--- src/rtl/adaptive_threshold_pkg.sv ---
// Shared constants for the adaptive-threshold pipeline: default image
// geometry, binary pixel values and the scan FSM state encoding.
package adaptive_threshold_pkg;

    localparam int DEF_WIDTH_BITS  = 8;
    localparam int DEF_HEIGHT_BITS = 8;

    localparam logic [7:0] PIX_WHITE = 8'd255;
    localparam logic [7:0] PIX_BLACK = 8'd0;

    typedef enum logic [1:0] {
        IDLE  = 2'd0,
        RUN   = 2'd1,
        DRAIN = 2'd2,
        DONE  = 2'd3
    } state_t;

endpackage

--- src/rtl/adaptive_threshold_raster_counter.sv ---
// Raster-order col/row counter, column fastest. Wraps to (0,0) after the
// last pixel and flags the last coordinate so the owner can end a scan.
module raster_counter
    import adaptive_threshold_pkg::*;
#(
    parameter int WIDTH_BITS  = DEF_WIDTH_BITS,
    parameter int HEIGHT_BITS = DEF_HEIGHT_BITS
) (
    input  logic                   clock,
    input  logic                   reset,
    input  logic                   enable,
    input  logic                   clear,
    output logic [WIDTH_BITS-1:0]  col,
    output logic [HEIGHT_BITS-1:0] row,
    output logic                   last
);

    assign last = (&col) && (&row);

    // Advance one pixel per enabled cycle; row steps when the column wraps.
    always_ff @(posedge clock or posedge reset) begin
        if (reset) begin
            col <= '0;
            row <= '0;
        end else if (clear) begin
            col <= '0;
            row <= '0;
        end else if (enable) begin
            if (&col) begin
                col <= '0;
                row <= row + 1'b1;
            end else begin
                col <= col + 1'b1;
            end
        end
    end

endmodule

--- src/rtl/adaptive_threshold.sv ---
// Final adaptive-threshold stage: raster-scans the image, compares each
// pixel with its local mean minus an offset and writes 255/0 to the result
// RAM at one pixel per clock, two cycles after the address is issued.
module adaptive_threshold
    import adaptive_threshold_pkg::*;
#(
    parameter int WIDTH_BITS  = DEF_WIDTH_BITS,
    parameter int HEIGHT_BITS = DEF_HEIGHT_BITS,
    parameter int OFFSET_C    = 5
) (
    input  logic                   clock,
    input  logic                   reset,
    input  logic                   iStart,
    output logic [WIDTH_BITS-1:0]  oImageCol,
    output logic [HEIGHT_BITS-1:0] oImageRow,
    input  logic [7:0]             iImageData,
    output logic [WIDTH_BITS-1:0]  oMeanCol,
    output logic [HEIGHT_BITS-1:0] oMeanRow,
    input  logic [7:0]             iMeanData,
    output logic [WIDTH_BITS-1:0]  oResultCol,
    output logic [HEIGHT_BITS-1:0] oResultRow,
    output logic [7:0]             oResultData,
    output logic                   oResultWren,
    output logic                   finished
);

    localparam logic signed [9:0] OFFSET_S = 10'(OFFSET_C);

    // 10-bit signed compare so a mean below the offset yields a negative
    // threshold (every pixel white) instead of wrapping to a large value.
    function automatic logic [7:0] binarize(input logic [7:0] pixel,
                                            input logic [7:0] mean);
        logic signed [9:0] thr;
        logic signed [9:0] pix;
        thr = $signed({2'b00, mean}) - OFFSET_S;
        pix = $signed({2'b00, pixel});
        return (pix > thr) ? PIX_WHITE : PIX_BLACK;
    endfunction

    state_t                   state;
    state_t                   nextState;
    logic                     drainCnt;
    logic                     startRun;
    logic                     scanEn;
    logic [WIDTH_BITS-1:0]    cntCol;
    logic [HEIGHT_BITS-1:0]   cntRow;
    logic                     cntLast;

    logic                     vld_p1;
    logic [WIDTH_BITS-1:0]    col_p1;
    logic [HEIGHT_BITS-1:0]   row_p1;

    assign startRun = iStart && ((state == IDLE) || (state == DONE));
    assign scanEn   = (state == RUN);
    assign finished = (state == DONE);

    // Both memories are read at the same coordinate straight from the counter.
    assign oImageCol = cntCol;
    assign oImageRow = cntRow;
    assign oMeanCol  = cntCol;
    assign oMeanRow  = cntRow;

    raster_counter #(
        .WIDTH_BITS  (WIDTH_BITS),
        .HEIGHT_BITS (HEIGHT_BITS)
    ) uCounter (
        .clock  (clock),
        .reset  (reset),
        .enable (scanEn),
        .clear  (startRun),
        .col    (cntCol),
        .row    (cntRow),
        .last   (cntLast)
    );

    // State register plus the two-cycle drain timer.
    always_ff @(posedge clock or posedge reset) begin
        if (reset) begin
            state    <= IDLE;
            drainCnt <= 1'b0;
        end else begin
            state    <= nextState;
            drainCnt <= (state == DRAIN) ? ~drainCnt : 1'b0;
        end
    end

    // Next-state logic; iStart only matters in IDLE and DONE.
    always_comb begin
        nextState = state;
        case (state)
            IDLE:    if (iStart)   nextState = RUN;
            RUN:     if (cntLast)  nextState = DRAIN;
            DRAIN:   if (drainCnt) nextState = DONE;
            DONE:    if (iStart)   nextState = RUN;
            default: nextState = IDLE;
        endcase
    end

    // Stage 1: address copy travels with the returning memory data.
    always_ff @(posedge clock or posedge reset) begin
        if (reset) begin
            vld_p1 <= 1'b0;
            col_p1 <= '0;
            row_p1 <= '0;
        end else begin
            vld_p1 <= scanEn;
            col_p1 <= cntCol;
            row_p1 <= cntRow;
        end
    end

    // Stage 2: registered write port to the result RAM.
    always_ff @(posedge clock or posedge reset) begin
        if (reset) begin
            oResultWren <= 1'b0;
            oResultCol  <= '0;
            oResultRow  <= '0;
            oResultData <= PIX_BLACK;
        end else begin
            oResultWren <= vld_p1;
            oResultCol  <= col_p1;
            oResultRow  <= row_p1;
            oResultData <= vld_p1 ? binarize(iImageData, iMeanData) : PIX_BLACK;
        end
    end

endmodule

--- config.mk ---
export PLATFORM = sky130hd
export DESIGN_NAME = adaptive_threshold
export DESIGN_NICKNAME = d
export VERILOG_FILES = /design/src/rtl/adaptive_threshold_pkg.sv /design/src/rtl/adaptive_threshold_raster_counter.sv /design/src/rtl/adaptive_threshold.sv
export SDC_FILE = /design/constraint.sdc
export NUM_CORES = 1
export LEC_CHECK = 0
export BUFFER_PORTS_ARGS = -buffer_cell sky130_fd_sc_hd__buf_2
export CAP_MARGIN = 20
export CORE_MARGIN = 1.5
export CORE_UTILIZATION = 45
export CTS_CLUSTER_DIAMETER = 40
export DETAILED_ROUTE_END_ITERATION = 12
export PLACE_DENSITY = 0.75
export SLEW_MARGIN = 25
export SYNTH_ARGS = -nofsm -noshare
export SYNTH_HDL_FRONTEND = slang
export SYNTH_SLANG_ARGS = --single-unit
--- constraint.sdc ---
create_clock -name clock -period 1.8 [get_ports clock]
set_input_delay 0.18 -clock clock [delete_from_list [all_inputs] [get_ports clock]]
set_output_delay 0.18 -clock clock [all_outputs]
set_load 0.03 [all_outputs]
==> flow_metrics.env, run 1 <==
export IMPL_hold_slack_ns=0.1988
export IMPL_end_kind="register"
export IMPL_min_from="iMeanData[7]"
export IMPL_reg2reg_to="uCounter.row[7]$_DFFE_PP0P_"
export IMPL_rrSetupSlack_ns=0.06
export IMPL_startpoint_type="register"
export IMPL_cts_buffers=5
export IMPL_synth_top_cell_by_area="dfrtp_1"
export IMPL_core_area_mm2=0.005075
export IMPL_r2r_cells=6
export IMPL_track_usage=0.1648
export IMPL_skew_ns=0.003063
export IMPL_dp_final_hpwl_mm=3.263
export IMPL_grt_antenna_before_repair=0
export IMPL_drive_gt1_frac=0.4495
export IMPL_drc_errors=0
export IMPL_maxCapViolations=0
export IMPL_worstSetupPathType="register to register"
export IMPL_io_pins=77
export IMPL_startpoint="state[1]$_DFFE_PP0P_"
export IMPL_synth_edff_count=0
export IMPL_drt_iter0_markers=88
export IMPL_synthArstFlopShare=1.000
export IMPL_synth_seq_cells=54
export IMPL_die_h_um=75.47
export IMPL_syn_inst=202
export IMPL_num_vias=1774
export IMPL_yosys_cell_types_count=37
export IMPL_diodes=0
export IMPL_area_delta_synth_final_pct=28.43
export IMPL_finalCriticalPeriod_ns=1.741
export IMPL_power_density_mw_per_mm2=1208
export IMPL_grt_first_pass_wirelength_mm=6.982
export IMPL_critPathRequiredTime_ns=2.04
export IMPL_status="finished, final reports clean"
export IMPL_min_to="oResultData[6]$_DFF_PP0_"
export IMPL_final_cells=357
export IMPL_cts_tree="done"
export IMPL_synth_seq_area_share=0.5717
export IMPL_hold_viol=0
export IMPL_layout_nets=320
export IMPL_cts_sinks=54
export IMPL_hp_class="input pin to register"
export IMPL_final_common_cell="buf_2"
export IMPL_r2r_start="state[1]$_DFFE_PP0P_"
export IMPL_yosys_warnings=0
export IMPL_synthTopCellsByArea="dfrtp_1, ha_1, buf_4"
export IMPL_grt_pass1_vias=1603
export IMPL_slew_violations=0
export IMPL_max_freq_ghz=0.5744
export IMPL_slew_limit_headroom=0.6563
export IMPL_clk_pin_slew_ns=0.09
export IMPL_place_inst=344
export IMPL_grt_start_max_net_pins=31
export IMPL_antenna_left=0
export IMPL_die_x_um=75.47
export IMPL_grt_overflow_total=0
export IMPL_min_period_over_period=0.9672
export IMPL_tightest_slew_ns=0.5147
export IMPL_clk_latency_ns=0.30
export IMPL_syn_nets=236
export IMPL_cts_max_level=2
export IMPL_avgSynthCellArea_um2=11.70
export IMPL_setup_viol=0
export IMPL_wl_per_cell_um=12.67
export IMPL_wl_mm=4.524
export IMPL_synth_top_area_frac=0.5717
export IMPL_cp_max_fo=7
export IMPL_rows=26
export IMPL_arrival_ns=1.98
export IMPL_synth_area_mm2=0.002364
export IMPL_cts_root_buffer="clkbuf_8"
export IMPL_gp_congestion=0.7645
export IMPL_initial_core_util=0.4657
export IMPL_ys_flop_type="dfrtp_1"
export IMPL_io_buffers=76
export IMPL_die_area_mm2=0.005696
export IMPL_worstHoldPathCells=4
export IMPL_final_cell_mix="buf_2, dfrtp_1, buf_4, nor2_1, ha_1"
export IMPL_dr_pass1_iters=4
export IMPL_p_leak_uw=0.001654
export IMPL_routed_via_density=4.969
export IMPL_clockBufferDepth=2
export IMPL_peakVddDrop_mv=0.4374
[layer usage]
metal / wire [um] / part of all wire / GRT usage / vias to the layer above
met4: 97 / 0.021 / 0.07738 / 0
met2: 2274 / 0.50 / 0.2768 / 48
met3: 202 / 0.045 / 0.04630 / 10
met1: 1950 / 0.43 / 0.1962 / 866
met5: 0 / 0 / 0 / -
li1: - / - / - / 850
[cells by family (layout without fill, tap and decap cells)]
logic type / after synthesis / in the layout / synth area share
flops: 54 / 54 / 0.5717
simple gates: 54 / 54 / 0.1239
buf+inv: 35 / 120 / 0.09422
compound gates: 30 / 30 / 0.07782
fa+ha+maj: 15 / 15 / 0.07941
xor+xnor: 12 / 12 / 0.04447
mux: 2 / 2 / 0.008470
[flip-flops by register name, indices dropped and copies added (netlist names)]
register / cells
col_p1: 8
drainCnt: 1
oResultCol: 8
oResultData: 1
oResultRow: 8
oResultWren: 1
row_p1: 8
state: 2
uCounter.col: 8
uCounter.row: 8
vld_p1: 1
[synth_stat cells (all sizes together), types with 5 or more instances]
cell type / count
buf: 25
nand3: 7
inv: 9
nand2: 7
xnor2: 6
dfrtp: 54
or3: 5
xor2: 6
o21ai: 9
ha: 15
nor2: 12
a21oi: 8
nand4: 8
[layout make-up]
class | instances | area (um^2)
Timing Repair Buffer | 103 | 598.1
Sequential cell | 54 | 1355
Clock inverter | 2 | 37.54
Clock buffer | 6 | 72.57
Inverter | 9 | 33.78
Fill cell | 433 | 2039
Multi-Input combinational cell | 113 | 850.8
Tap cell | 70 | 87.58
[worst max-delay path by stage]
stage                                             end  depth (start not counted)
after global placement       oResultData[6]$_DFF_PP0_                         10
after global routing      uCounter.row[5]$_DFFE_PP0P_                          6
final                     uCounter.row[7]$_DFFE_PP0P_                          6
after CTS                 uCounter.row[7]$_DFFE_PP0P_                          6
after floorplan           uCounter.row[7]$_DFFE_PP0P_                          7
after detailed placement     oResultData[6]$_DFF_PP0_                         11
[critical path: stages (launching register included)]
cell and delay [ns]:
dfrtp_1 0.40, buf_4 0.15, ha_4 0.28, nand2_2 0.07
o21a_4 0.14, or4_4 0.52, a21oi_2 0.13
[stage by stage]
step / total power, uW / setup slack, ns / instance area, um^2 / util / TNS (ns)
6_report: 3668 / 0.05903 / 3035 / 0.5981 / 0
5_1_grt: 3875 / -0.007192 / 3035 / 0.5981 / -0.01027
4_1_cts: 3573 / 0.002415 / 2954 / 0.5821 / 0
3_5_place_dp: 2762 / -0.2388 / 2825 / 0.5567 / -0.2706
3_3_place_gp: 2731 / -0.1617 / 2825 / 0.5567 / -0.1617
2_1_floorplan: 2402 / 0.01828 / 2372 / - / 0
[power breakdown]
group | switching (uW) | internal, uW | total [uW]
Clock | 370 | 415 | 784
Combinational | 882 | 544 | 1430
Sequential | 79.8 | 1380 | 1460
[repair_timing]
action / CTS / global route
buffers inserted: 1 / 3
endpoints found under the setup margin: 2 / 8
endpoints found under the hold margin: 24 / 0
pin swaps: 1 / 5
resized for setup: 1 / 15
hold buffers: 1 / 0
Note: power is estimated with default switching activity, not from simulation.
==> inputs of run 2 (changes only) <==
--- a/config.mk
+++ b/config.mk
@@ -7,11 +7,12 @@
 export LEC_CHECK = 0
 export BUFFER_PORTS_ARGS = -buffer_cell sky130_fd_sc_hd__buf_2
 export CAP_MARGIN = 20
-export CORE_MARGIN = 1.5
-export CORE_UTILIZATION = 45
+export CORE_MARGIN = 5
+export CORE_UTILIZATION = 47
+export CTS_BUF_LIST = sky130_fd_sc_hd__clkbuf_4
 export CTS_CLUSTER_DIAMETER = 40
 export DETAILED_ROUTE_END_ITERATION = 12
-export PLACE_DENSITY = 0.75
+export PLACE_DENSITY = 0.78
 export SLEW_MARGIN = 25
 export SYNTH_ARGS = -nofsm -noshare
 export SYNTH_HDL_FRONTEND = slang
==> run 2 against run 1 <==
Against the previous run:
- the flow now finishes with violations (negative setup slack)
- combinational power about the same
- flip-flop and latch count is the same
- sequential power about the same
- routed wire length grew 4.8%
- cell area decreased by 2.3%
- global-route usage fell by 1.4 points
- clock-buffer cell count is 1 lower
- critical path depth is the same
- worst setup slack worse by 0.069 ns
- critical endpoint is now uCounter.row[6]$_DFFE_PP0P_
==> flow_metrics.env, run 2 (synthesis results as in run 1) <==
export IMPL_layout_nets=322
export IMPL_end_kind="register"
export IMPL_die_area_mm2=0.006547
export IMPL_finalCriticalPeriod_ns=1.810
export IMPL_critPathRequiredTime_ns=2.10
export IMPL_hold_slack_ns=0.1317
export IMPL_skew_ns=0.004730
export IMPL_dp_slack_ns=-0.1926
export IMPL_power_density_mw_per_mm2=1142
export IMPL_grt_antenna_before_repair=0
export IMPL_hold_viol=0
export IMPL_io_buffers=76
export IMPL_clk_latency_ns=0.37
export IMPL_r2r_cells=6
export IMPL_crit_path_max_incr_delay_ns=0.52
export IMPL_worstSetupPathType="register to register"
export IMPL_crit_family="simple AND/OR/NAND/NOR gates"
export IMPL_placed_cell_area_mm2=0.002824
export IMPL_setup_viol=1
export IMPL_arrival_ns=2.11
export IMPL_rows=25
export IMPL_wl_mm=4.740
export IMPL_cts_sinks=54
export IMPL_final_common_cell="buf_2"
export IMPL_gp_congestion=0.7938
export IMPL_p_leak_uw=0.001639
export IMPL_timing_final_ws_setup_ns=-0.009727
export IMPL_cts_tree="done"
export IMPL_final_cell_mix="buf_2, dfrtp_1, buf_4, ha_1, nor2_1"
export IMPL_cts_root_buffer="clkbuf_4"
export IMPL_maxCapViolations=0
export IMPL_path_cells="buf_4 -> ha_4 -> nand2_1 -> o21a_4 -> or4_4 -> a21oi_2"
export IMPL_initial_core_util=0.4906
export IMPL_drc_errors=0
export IMPL_clockBufferDepth=2
export IMPL_cts_max_level=2
export IMPL_peakVddDrop_mv=0.4976
export IMPL_core_area_mm2=0.004817
export IMPL_wl_per_cell_um=13.31
export IMPL_antenna_left=0
export IMPL_diodes=0
export IMPL_max_freq_ghz=0.5526
export IMPL_slew_limit_headroom=0.7089
export IMPL_dr_pass1_iters=4
export IMPL_design_area_mm2=0.002964
export IMPL_cp_slowest_cell="or4_4"
export IMPL_clk_pin_slew_ns=0.14
export IMPL_io_pins=77
export IMPL_die_x_um=80.92
export IMPL_cp_max_fo=8
export IMPL_grt_start_max_net_pins=23
export IMPL_slew_violations=0
export IMPL_tightest_slew_ns=0.4360
export IMPL_hp_class="input pin to register"
export IMPL_cts_buffers=5
export IMPL_failed_checks="negative setup slack"
export IMPL_rrSetupSlack_ns=-0.01
export IMPL_routed_via_density=4.916
export IMPL_die_h_um=80.92
export IMPL_crit_cells=6
export IMPL_grt_overflow_total=0
export IMPL_status="finished, violations left"
export IMPL_min_period_over_period=1.005
export IMPL_track_usage=0.1511
export IMPL_rsz0062_at_grt="true"
export IMPL_worstHoldPathCells=4
export IMPL_drive_gt1_frac=0.4360
export IMPL_drt_iter0_markers=79
export IMPL_area_delta_synth_final_pct=25.41
export IMPL_num_vias=1750
export IMPL_grt_pass1_vias=1640
export IMPL_dp_final_hpwl_mm=3.539
export IMPL_startpoint_type="register"
export IMPL_postLayoutCoreUtil=0.6153
export IMPL_grt_first_pass_wirelength_mm=7.659
export IMPL_path_buf_inv=1
-- run 2: cell count changes in the layout (fill, tap and decap cells not counted), sizes merged --
cell,before,now
inv,9,10
buf,102,104
clkbuf,6,5
clkinv,0,1
bufinv,1,0
-- run 2: layout make-up --
cell class	count	area, um^2
fill	406	1853
sequential	54	1354
multi-input combinational	113	834.6
timing repair buffer	105	600.6
tap	67	83.83
clock buffer	5	37.54
inverter	9	33.78
clock inverter	3	20.02
-- run 2: tightest hold or removal path, cell delays in order --
cell and delay [ns]:
buf_2 0.09, nor2_1 0.04, nand3_1 0.07, o21ai_0 0.08
-- run 2: report_power, final --
| part | leakage [uW] | switching (uW) | internal [uW] |
|---|---|---|---|
| clock | 0.0000292 | 367 | 153 |
| combinational | 0.000875 | 874 | 540 |
| sequential | 0.000735 | 76.3 | 1380 |
-- run 2: layer usage --
layer,GRT usage,vias up,routed length (um)
li1,-,857,-
met1,0.1928,834,1917
met2,0.2471,53,2465
met3,0.03659,6,276
met4,0.06081,0,80
met5,0,-,0
-- run 2: what timing repair did --
item | 4_1_cts | 5_1_grt
endpoints found under the setup margin | 3 | 8
cloned | 0 | 0
pin swaps | 1 | 3
resized for setup | 3 | 5
hold endpoints to repair | 20 | 0
hold buffers | 1 | 0
setup buffers | 3 | 1
-- run 2: metrics by stage --
stage               cells  setup TNS [ns]  power, uW
global placement      343         -0.1600       2722
global route          356         -0.1329       3610
detailed placement    343         -0.2682       2764
floorplan             202               0       2402
finish                356       -0.009727       3385
CTS                   355               0       3383
-- run 2: worst paths after layout --
path                                 startpoint                     endpoint
setup / recovery           state[1]$_DFFE_PP0P_  uCounter.row[6]$_DFFE_PP0P_
hold / removal                     iMeanData[7]     oResultData[6]$_DFF_PP0_
setup reg to reg           state[1]$_DFFE_PP0P_  uCounter.row[6]$_DFFE_PP0P_
hold reg to reg             row_p1[7]$_DFF_PP0_      oResultRow[7]$_DFF_PP0_
max in group asynchronous                 reset          row_p1[6]$_DFF_PP0_
min in group asynchronous                 reset          col_p1[5]$_DFF_PP0_
==> inputs of run 3 (changes only) <==
--- a/config.mk
+++ b/config.mk
@@ -13,6 +13,7 @@
 export CTS_CLUSTER_DIAMETER = 40
 export DETAILED_ROUTE_END_ITERATION = 12
 export PLACE_DENSITY = 0.78
+export REMOVE_ABC_BUFFERS = 1
 export SLEW_MARGIN = 25
 export SYNTH_ARGS = -nofsm -noshare
 export SYNTH_HDL_FRONTEND = slang
==> run 3 against run 2 <==
Against the previous run:
- the run now ends clean
- worst setup slack improved by 0.054 ns
- global-route usage rose by 0.42 points
- critical path depth did not move
- clock-buffer cell count did not move
- clock power barely moved
- via count rose by 2.7%
- final cell count rose by 0.84%
- critical endpoint unchanged
==> flow_metrics.env, run 3 (synthesis results as in run 1) <==
export IMPL_status="finished, final reports clean"
export IMPL_final_common_cell="buf_2"
export IMPL_slew_limit_headroom=0.7856
export IMPL_min_from="iMeanData[7]"
export IMPL_cts_tree="done"
export IMPL_io_pins=77
export IMPL_cts_max_level=2
export IMPL_drc_errors=0
export IMPL_r2r_cells=6
export IMPL_layout_nets=325
export IMPL_nFillCells=408
export IMPL_cts_sinks=54
export IMPL_grt_antenna_before_repair=0
export IMPL_wl_mm=4.870
export IMPL_grt_overflow_total=0
export IMPL_crit_path_max_incr_delay_ns=0.52
export IMPL_area_delta_synth_final_pct=27.74
export IMPL_arrival_ns=2.07
export IMPL_initial_core_util=0.4906
export IMPL_multi_input_area_um2=853.3
export IMPL_grt_start_max_net_pins=55
export IMPL_dr_pass1_iters=4
export IMPL_clk_pin_slew_ns=0.14
export IMPL_crit_family="simple AND/OR/NAND/NOR gates"
export IMPL_rrSetupSlack_ns=0.04
export IMPL_cts_root_buffer="clkbuf_4"
export IMPL_maxCapViolations=0
export IMPL_hold_viol=0
export IMPL_antenna_left=0
export IMPL_peakVddDrop_mv=0.8756
export IMPL_cp_max_fo=5
export IMPL_path_cells="buf_4 -> ha_4 -> nand2_2 -> o21a_2 -> or4_4 -> a21oi_2"
export IMPL_die_h_um=80.92
export IMPL_gp_congestion=0.7866
export IMPL_finalCriticalPeriod_ns=1.755
export IMPL_drt_iter0_markers=90
export IMPL_dp_final_hpwl_mm=3.653
export IMPL_critPathRequiredTime_ns=2.11
export IMPL_path_buf_inv=1
export IMPL_cts_buffers=5
export IMPL_tns_ns=0
export IMPL_rsz0062_at_grt="true"
export IMPL_skew_ns=0.008678
export IMPL_grt_first_pass_wirelength_mm=7.817
export IMPL_track_usage=0.1553
export IMPL_postLayoutCoreUtil=0.6268
export IMPL_num_vias=1797
export IMPL_end_kind="register"
export IMPL_worstSetupPathType="register to register"
export IMPL_power_density_mw_per_mm2=1143
export IMPL_r2r_start="state[1]$_DFFE_PP0P_"
export IMPL_routed_via_density=5.006
export IMPL_drive_gt1_frac=0.4555
export IMPL_io_buffers=76
export IMPL_rows=25
export IMPL_max_freq_ghz=0.5697
export IMPL_min_period_over_period=0.9752
export IMPL_clockBufferDepth=2
export IMPL_tightest_slew_ns=0.3215
export IMPL_final_cell_mix="buf_2, dfrtp_1, buf_4, ha_1, nor2_1"
export IMPL_core_area_mm2=0.004817
export IMPL_die_x_um=80.92
export IMPL_min_to="oResultData[6]$_DFF_PP0_"
export IMPL_startpoint_type="register"
export IMPL_reg2reg_to="uCounter.row[6]$_DFFE_PP0P_"
export IMPL_hp_class="input pin to register"
export IMPL_die_area_mm2=0.006547
export IMPL_worstHoldPathCells=4
export IMPL_setup_viol=0
export IMPL_clk_latency_ns=0.37
export IMPL_grt_pass1_vias=1733
export IMPL_seqCellArea_mm2=0.001353
export IMPL_wl_per_cell_um=13.57
export IMPL_slew_violations=0
export IMPL_p_leak_uw=0.001672
export IMPL_diodes=0
export IMPL_cp_slowest_cell="or4_4"
==> run 3: cell count changes in the layout (fill, tap and decap cells not counted), sizes merged <==
cell      delta
buf          +3
clkinv       +1
clkinvlp     -1
==> run 3: where the power goes <==
| group | internal [uW] | switching (uW) |
|---|---|---|
| clock | 154 | 367 |
| sequential | 1370 | 78.6 |
| combinational | 579 | 898 |
==> run 3: metal layers <==
metal | part of all wire | global-route usage | up-vias
li1 | - | - | 864
met1 | 0.41 | 0.1855 | 847
met2 | 0.50 | 0.2718 | 73
met3 | 0.066 | 0.02550 | 13
met4 | 0.027 | 0.07432 | 0
met5 | 0 | 0 | -
==> run 3: per-stage QoR <==
step                      total power, uW  instance area (um^2)  hold WS, ns  instances  worst slack, ns
final                                3450                  3019       0.1539        359          0.04456
after global routing                 3665                  3019       0.1915        359        -0.009560
after floorplan                      2259                  2175       0.3312        176          -0.3831
after detailed placement             2798                  2854       0.2585        346          -0.2261
after CTS                            3405                  2955       0.1287        358         0.003697
after global placement               2757                  2854       0.2470        346         -0.09166
==> run 3: area by class of cell <==
cell class,count,area share
Sequential cell,54,0.4480
Multi-Input combinational cell,113,0.2826
Timing Repair Buffer,108,0.2118
Tap cell,67,0.02777
Clock buffer,5,0.01243
Inverter,9,0.01119
Clock inverter,3,0.006216
==> run 3: worst max path at each step <==
stage / depth (start not counted) / from / end / slack, ns
2_1_floorplan: 5 / uCounter.col[0]$_DFFE_PP0P_ / uCounter.row[7]$_DFFE_PP0P_ / -0.38
3_3_place_gp: 12 / iMeanData[0] / oResultData[6]$_DFF_PP0_ / -0.09
3_5_place_dp: 12 / iMeanData[0] / oResultData[6]$_DFF_PP0_ / -0.23
4_1_cts: 6 / state[1]$_DFFE_PP0P_ / uCounter.row[6]$_DFFE_PP0P_ / 0.004
5_1_grt: 6 / state[1]$_DFFE_PP0P_ / uCounter.row[6]$_DFFE_PP0P_ / -0.01
6_report: 6 / state[1]$_DFFE_PP0P_ / uCounter.row[6]$_DFFE_PP0P_ / 0.04
==> run 3: repair_timing <==
| action | in CTS | in global routing |
|---|---|---|
| hold buffers | 1 | 0 |
| hold endpoints to repair | 54 | 0 |
| gates resized for setup | 1 | 15 |
| pin swaps | 0 | 4 |
| endpoints found under the setup margin | 4 | 8 |
| setup buffers | 3 | 1 |
==> run 3: worst min-delay path: cells and delay by family <==
family | cells | cell delay, ns
compound gates | 1 | 0.09
buf+inv | 1 | 0.10
simple gates | 2 | 0.13
